[src/rtl/irq_call_sequencer.sv]
// Turns CALL, RTI and external interrupts into single stack push/pop commands,
// stalls the CPU meanwhile and reloads PC/flags once the stack unit finishes.
//
// state   | meaning
// --------+-----------------------------------------------------------
// IDLE    | waiting for an accepted request at an instruction boundary
// START   | one-cycle start pulse to the stack unit
// WAIT_HI | waiting for stack_op_end to rise
// WAIT_LO | waiting for stack_op_end to fall (completion)
// LOAD    | one-cycle PC/flags reload strobe
module irq_call_sequencer #(
  parameter logic [7:0] IRQ_VECTOR = 8'h01,
  parameter int         IE_BIT     = 4,
  parameter int         TIMEOUT    = 64
) (
  input  logic       clk,
  input  logic       rst,
  input  logic       irq,
  input  logic       fetch_boundary,
  input  logic       call_req,
  input  logic       rti_req,
  input  logic [7:0] call_target,
  input  logic [7:0] pc_in,
  input  logic [5:0] flags_in,
  output logic       stack_op_ongoing,
  output logic       push_or_pop,
  input  logic       stack_op_end,
  output logic [7:0] push_pc,
  output logic [5:0] push_flags,
  input  logic [7:0] pop_pc,
  input  logic [5:0] pop_flags,
  output logic       pc_load,
  output logic [7:0] pc_load_value,
  output logic       flags_load,
  output logic [5:0] flags_load_value,
  output logic       cpu_stall,
  output logic       irq_ack,
  output logic       seq_error
);

  typedef enum logic [2:0] {IDLE, START, WAIT_HI, WAIT_LO, LOAD} state_t;
  typedef enum logic [1:0] {K_CALL, K_IRQ, K_RTI} kind_t;

  localparam logic       PUSH    = 1'b0;
  localparam logic       POP     = 1'b1;
  localparam logic [6:0] TC      = 7'(TIMEOUT - 1);
  localparam logic [5:0] IE_MASK = 6'b1 << IE_BIT;

  state_t     state;
  kind_t      kind;
  logic [7:0] target;
  logic [6:0] wait_cnt;
  logic       irq_m;
  logic       irq_s;
  logic       irq_ok;
  logic       op_done;

  assign irq_ok = irq_s & flags_in[IE_BIT];
  // WAIT_LO is only held while stack_op_end stays high, so a low here is the falling edge.
  assign op_done = (state == WAIT_LO) & ~stack_op_end;

  always_ff @(posedge clk) begin
    if (rst) begin
      state            <= IDLE;
      kind             <= K_CALL;
      target           <= 8'h00;
      wait_cnt         <= 7'd0;
      irq_m            <= 1'b0;
      irq_s            <= 1'b0;
      stack_op_ongoing <= 1'b0;
      push_or_pop      <= 1'b0;
      push_pc          <= 8'h00;
      push_flags       <= 6'h00;
      pc_load          <= 1'b0;
      pc_load_value    <= 8'h00;
      flags_load       <= 1'b0;
      flags_load_value <= 6'h00;
      cpu_stall        <= 1'b0;
      irq_ack          <= 1'b0;
      seq_error        <= 1'b0;
    end else begin
      irq_m            <= irq;
      irq_s            <= irq_m;
      stack_op_ongoing <= 1'b0;
      irq_ack          <= 1'b0;
      pc_load          <= 1'b0;
      flags_load       <= 1'b0;
      case (state)
        IDLE: begin
          if (fetch_boundary && (rti_req || call_req || irq_ok)) begin
            state            <= START;
            stack_op_ongoing <= 1'b1;
            cpu_stall        <= 1'b1;
            target           <= call_target;
            wait_cnt         <= 7'd0;
            if (rti_req) begin
              kind        <= K_RTI;
              push_or_pop <= POP;
            end else begin
              kind        <= call_req ? K_CALL : K_IRQ;
              irq_ack     <= ~call_req;
              push_or_pop <= PUSH;
              push_pc     <= pc_in;
              push_flags  <= flags_in;
            end
          end
        end
        START: state <= WAIT_HI;
        WAIT_HI, WAIT_LO: begin
          if (op_done) begin
            state   <= LOAD;
            pc_load <= 1'b1;
            case (kind)
              K_CALL: pc_load_value <= target;
              K_IRQ: begin
                pc_load_value    <= IRQ_VECTOR;
                flags_load       <= 1'b1;
                flags_load_value <= push_flags & ~IE_MASK;
              end
              default: begin
                pc_load_value    <= pop_pc;
                flags_load       <= 1'b1;
                flags_load_value <= pop_flags;
              end
            endcase
          end else if (wait_cnt == TC) begin
            seq_error   <= 1'b1;
            state       <= IDLE;
            cpu_stall   <= 1'b0;
            push_or_pop <= 1'b0;
          end else begin
            wait_cnt <= wait_cnt + 7'd1;
            if (state == WAIT_HI && stack_op_end) state <= WAIT_LO;
          end
        end
        LOAD: begin
          state            <= IDLE;
          cpu_stall        <= 1'b0;
          push_or_pop      <= 1'b0;
          pc_load_value    <= 8'h00;
          flags_load_value <= 6'h00;
        end
        default: state <= IDLE;
      endcase
    end
  end

endmodule

[config.mk]
export PLATFORM = sky130hd
export DESIGN_NAME = irq_call_sequencer
export DESIGN_NICKNAME = d
export VERILOG_FILES = /design/src/rtl/irq_call_sequencer.sv
export SDC_FILE = /design/constraint.sdc
export NUM_CORES = 1
export LEC_CHECK = 0
export CORE_UTILIZATION = 30
export DETAILED_ROUTE_END_ITERATION = 16
export GPL_ROUTABILITY_DRIVEN = 0
export SLEW_MARGIN = 20
export SYNTH_ARGS = -nofsm -noshare
export SYNTH_HDL_FRONTEND = slang
export SYNTH_SLANG_ARGS = --single-unit
export TNS_END_PERCENT = 5
[constraint.sdc]
create_clock -name clk -period 1.7 [get_ports clk]
set_clock_uncertainty 0.15 [all_clocks]
set_input_delay 0.17 -clock clk [delete_from_list [all_inputs] [get_ports clk]]
set_output_delay 0.17 -clock clk [all_outputs]
set_load 0.01 [all_outputs]
==> impl_metrics.tcl, run 1 <==
set metrics [dict create \
    pin_count 78 \
    hold_viol 0 \
    h-tree-depth 3 \
    drc 0 \
    dr.pass1.iters 4 \
    layout_setup_ws_ns -0.0534 \
    path_max_fanout 14 \
    arrival_ns 1.82 \
    first_iter_violations 83 \
    root_buffer "clkbuf_8" \
    area_delta_synth_final_pct 59.1 \
    drtAntennaViolNets 0 \
    synth_area_leaders "dfxtp_1 48%, a21oi_1 10%, nand2_1 10%" \
    wirelength_mm 6.41 \
    numCtsBuffers 9 \
    synth-main-ff-cell "dfxtp_1" \
    grt_pass1_wl_mm 10.6 \
    dieArea_um2 8320 \
    final_common_cell "clkdlybuf4s50_1" \
    finalCriticalPeriod_ns 1.75 \
    yosysUniqueCellTypes 45 \
    end_kind "register" \
    syn_inst 288 \
    synth_fp_nets 332 \
    clkSinkCount 57 \
    layout_common_cells "76 x clkdlybuf4s50_1, 63 x nand2_1, 55 x dfxtp_1" \
    max_cap_violations 0 \
    finalCritPeriodShare_pct 103 \
    rsz0062_at_grt "yes" \
    worst_pin_slew_ns 0.308 \
    relSlewSlack_pct 78.9 \
    wl_per_cell_um 12.7 \
    overflow 0 \
    cts_setup_buffers 0 \
    grt_pass1_vias 2243 \
    drive_gt1_share_pct 19.3 \
    cts_tree "built" \
    final_core_util_pct 49.2 \
    core_area_um2 7730 \
    setup_viol_count_final 15 \
    pre_cts_ws_ns -0.365 \
    syn_avg_cell_area_um2 8.29 \
    initial_core_util_pct 30.9 \
    cts.path.max_buffers 2 \
    stdcell_count 506 \
    grt_start_max_net_pins 22 \
    p_leak_uw 0.00136 \
    hold_class "in2reg" \
    status "finished, violations left" \
    synth_seq_area_share_pct 47.8 \
    ys_seq_elements 57 \
    timing_worst_setup_path_type "reg2reg" \
    die_w_um 91.2 \
    clock_latency_ns 0.33 \
    fmaxAchievable_ghz 0.570 \
    crit_required_ns 1.77 \
    layout.nets 443 \
    route.vias.total 2444 \
    placed_cells 489 \
    irDropWorstVdd_v 0.000350 \
    synth_top_area_share_pct 47.8 \
    antennaDiodeCount 0 \
    synth_top_cell_by_area "dfxtp_1" \
    async_flop_share_pct 0 \
    die_h_um 91.2 \
    avgViaCountPerCell 4.83 \
    synth_edf_count 0 \
    grt_use_total_pct 16.2 \
    power_density_nw_per_um2 830 \
    antenna_found_initial 0 \
    critPathLaunchType "register" \
    syn-cell-area_um2 2390 \
    drv_slew 0 \
    dpl.hpwl_mm 4.65 \
    num_rows 32 \
    cts.clk_slew.worst_paths_ns 0.07 \
    yosys_warnings 0 \
    port_buffers 77 \
    violations "negative setup slack" \
]
## critical path, cell delays in order (launching register included)
cell and delay [ns]:
dfxtp_2 0.33, or4b_4 0.53, or3_4 0.35, buf_6 0.16
nand2_1 0.07, a21oi_1 0.06
## cell usage after synthesis, drive strengths merged (3+ instances only)
master,number
nand2b,3
or4,3
nor2,11
a21oi,49
nand3,10
nor3,5
dfxtp,57
or3,9
o21ai,4
nor3b,8
nor2b,4
buf,8
mux2,5
clkbuf,10
a211oi,4
nand4,6
nand2,64
inv,4
## kinds of logic after synthesis
logic type	Yosys count	synth area share (%)
buf+inv	22	4.09
mux	5	2.36
compound gates	70	16.9
flops	57	47.8
simple gates	133	28.4
fa+ha+maj	1	0.524
## what timing repair did
item | CTS | global route
cloned | 0 | 0
endpoints found under the hold margin | 2 | 0
pin swaps | 0 | 1
resized for setup | 11 | 7
endpoints found under the setup margin | 41 | 36
hold buffers | 1 | 0
## final cells by class
cell class                      instances  area, µm²
Clock buffer                           11        141
Clock inverter                          5       55.1
Fill cell                             742       3930
Inverter                                4       15.0
Multi-Input combinational cell        209       1210
Sequential cell                        57       1140
Tap cell                              102        128
Timing Repair Buffer                  118       1110
## report_power, final
group,internal [µW],leakage (µW),switching (µW)
sequential,1390,0.000464,25.2
clock,711,0.0000953,536
combinational,274,0.000802,223
total,2370,0.00136,784
## metrics by stage
stage	hold slack, ns	cell area (µm²)	total power (µW)	TNS, ns
3_5_place_dp	0.273	3530	1910	-12.59
2_1_floorplan	0.148	2390	1640	-1.37
5_1_grt	0.215	3800	3310	-2.39
3_3_place_gp	0.269	3530	1910	-11.88
4_1_cts	0.207	3780	3190	-0.673
6_report	0.229	3800	3150	-0.652
## worst paths after layout
kind / startpoint / endpoint / slack [ns] / cells past startpoint
setup / recovery: state[2]$_SDFFE_PP0P_ / push_flags[0]$_SDFFE_PP0P_ / -0.05 / 5
hold / removal: call_target[5] / target[5]$_SDFFE_PP0P_ / 0.23 / 3
setup reg to reg: state[2]$_SDFFE_PP0P_ / push_flags[0]$_SDFFE_PP0P_ / -0.05 / 5
hold reg to reg: irq_m$_SDFF_PP0_ / irq_s$_SDFF_PP0_ / 0.29 / 1
## state kept, by name, indices dropped and copies added, names as in the netlist, 2 cells and up
| signal | cells |
|---|---|
| push_flags | 6 |
| state | 3 |
| kind | 2 |
| wait_cnt | 7 |
| push_pc | 8 |
| target | 8 |
| pc_load_value | 8 |
| flags_load_value | 6 |
## metal layers
metal	GRT usage (%)	part of all wire [%]	vias up
met5	0	0	-
met4	5.95	1.4	0
met3	4.69	6.4	9
met2	24.9	45	73
met1	21.4	47	1117
li1	-	-	1245
(Power assumes the default switching activity.)
==> run 2, diff against run 1 <==
--- a/config.mk
+++ b/config.mk
@@ -5,9 +5,13 @@
 export SDC_FILE = /design/constraint.sdc
 export NUM_CORES = 1
 export LEC_CHECK = 0
+export CELL_PAD_IN_SITES_DETAIL_PLACEMENT = 0
+export CELL_PAD_IN_SITES_GLOBAL_PLACEMENT = 1
 export CORE_UTILIZATION = 30
 export DETAILED_ROUTE_END_ITERATION = 16
 export GPL_ROUTABILITY_DRIVEN = 0
+export PLACE_DENSITY_LB_ADDON = 0.1
+export SKIP_LAST_GASP = 1
 export SLEW_MARGIN = 20
 export SYNTH_ARGS = -nofsm -noshare
 export SYNTH_HDL_FRONTEND = slang
==> run 2 against run 1 <==
Compared with the run above: the run still ends with negative setup slack left; global-route usage grew 0.47 points; die area is the same; core utilization down 0.24 points; final cell count fell by 0.20%; via count fell by 2.7%; combinational power is 2% lower; wire length rose by 4.5%; final area is 0.49% lower; first-iteration DRC count rose by 11%; critical path depth is the same; sequential power about the same; total power shrank 1.8%.
==> impl_metrics.tcl, run 2 (synthesis results as in run 1) <==
set metrics [dict create \
    h-tree-depth 3 \
    layout_setup_ws_ns -0.0494 \
    fmaxAchievable_ghz 0.572 \
    clkSinkCount 57 \
    grt_use_total_pct 16.6 \
    worst_pin_slew_ns 0.380 \
    grt_start_max_net_pins 31 \
    total_power_uw 3100 \
    core_area_um2 7730 \
    grt_pass1_wl_mm 10.8 \
    p_leak_uw 0.00135 \
    worstHoldStart "rst" \
    relSlewSlack_pct 74.0 \
    path_delay_family "simple AND/OR/NAND/NOR gates" \
    finalCriticalPeriod_ns 1.75 \
    violations "negative setup slack" \
    fin_hold_ws_ns 0.0997 \
    drv_slew 0 \
    clock_latency_ns 0.32 \
    die_w_um 91.2 \
    placed_cells 487 \
    avgViaCountPerCell 4.71 \
    wl_per_cell_um 13.3 \
    antennaDiodeCount 0 \
    wirelength_mm 6.70 \
    timing_worst_setup_path_type "reg2reg" \
    drtAntennaViolNets 0 \
    finalCritPeriodShare_pct 103 \
    layout.nets 442 \
    drive_gt1_share_pct 18.6 \
    hold_class "in2reg" \
    area_delta_synth_final_pct 58.4 \
    setup_viol_count_final 19 \
    cpPeakStageDelay_ns 0.53 \
    initial_core_util_pct 30.9 \
    pre_cts_ws_ns -0.346 \
    irDropWorstVdd_v 0.000348 \
    power_density_nw_per_um2 819 \
    root_buffer "clkbuf_8" \
    end_kind "register" \
    max_cap_violations 0 \
    crit_chain "or4b_4 > or3_1 > buf_6 > nand2_1 > a21oi_1" \
    crit_start "state[2]$_SDFFE_PP0P_" \
    dieArea_um2 8320 \
    stdcell_count 505 \
    largest_registers "pc_load_value: 8 flops, push_pc: 8 flops, target: 8 flops" \
    crit_required_ns 1.74 \
    postCtsHoldBufs 0 \
    hold_viol 0 \
    crit_buf_inv 1 \
    slowest_stage "or4b_4" \
    arrival_ns 1.79 \
    r2r-start "state[2]$_SDFFE_PP0P_" \
    fill_cells 775 \
    overflow 0 \
    path_max_fanout 15 \
    layout_common_cells "76 x clkdlybuf4s50_1, 64 x nand2_1, 54 x dfxtp_1" \
    finalSetupTns_ns -0.638 \
    antenna_found_initial 0 \
    port_buffers 77 \
    final_common_cell "clkdlybuf4s50_1" \
    cts.path.max_buffers 2 \
    first_iter_violations 92 \
    rsz0062_at_grt "yes" \
    drc 0 \
    cts_tree "built" \
    status "finished, violations left" \
    grt_pass1_vias 2261 \
    pin_count 78 \
    die_h_um 91.2 \
    numCtsBuffers 9 \
    cts.clk_slew.worst_paths_ns 0.06 \
    dpl.hpwl_mm 4.76 \
    route.vias.total 2377 \
    num_rows 32 \
    critPathLaunchType "register" \
    dr.pass1.iters 4 \
]
-- run 2: path summary, 6_finish.rpt --
kind | slack (ns) | depth (start not counted) | to
max | -0.05 | 5 | push_flags[3]$_SDFFE_PP0P_
min | 0.1 | 2 | target[4]$_SDFFE_PP0P_
max reg2reg | -0.05 | 5 | push_flags[3]$_SDFFE_PP0P_
min reg2reg | 0.29 | 1 | irq_s$_SDFF_PP0_
-- run 2: power by group --
group / internal, µW / switching, µW / total (µW)
Clock: 684 / 508 / 1190
Combinational: 270 / 218 / 488
Sequential: 1390 / 30.1 / 1420
-- run 2: area by class of cell --
| type | count | area [µm²] | area share [%] |
|---|---|---|---|
| clock inverters | 2 | 10.0 | 0.265 |
| well taps | 102 | 128 | 3.37 |
| inverters | 4 | 15.0 | 0.397 |
| flip-flops and latches | 57 | 1140 | 30.3 |
| repair buffers | 117 | 1100 | 29.1 |
| clock buffers | 14 | 183 | 4.83 |
| multi-input cells | 209 | 1200 | 31.7 |
-- run 2: routing by layer --
metal | share of wire (%) | routed length, µm | global-route usage [%]
met1 | 49 | 3270 | 21.2
met2 | 46 | 3080 | 27.3
met3 | 4.1 | 273 | 3.77
met4 | 1.1 | 76 | 6.35
met5 | 0 | 0 | 0
-- run 2: metrics by stage --
step	cell area, µm²	util (%)
5_1_grt	3780	48.9
3_5_place_dp	3510	45.4
2_1_floorplan	2390	-
3_3_place_gp	3510	45.4
4_1_cts	3710	48.1
6_report	3780	48.9
-- run 2: repair_timing --
action,in CTS,in global routing
cloned,0,1
buffers inserted,0,1
resized for setup,2,15
pin swaps,0,4
endpoints found under the setup margin,30,47
endpoints found under the hold margin,0,0
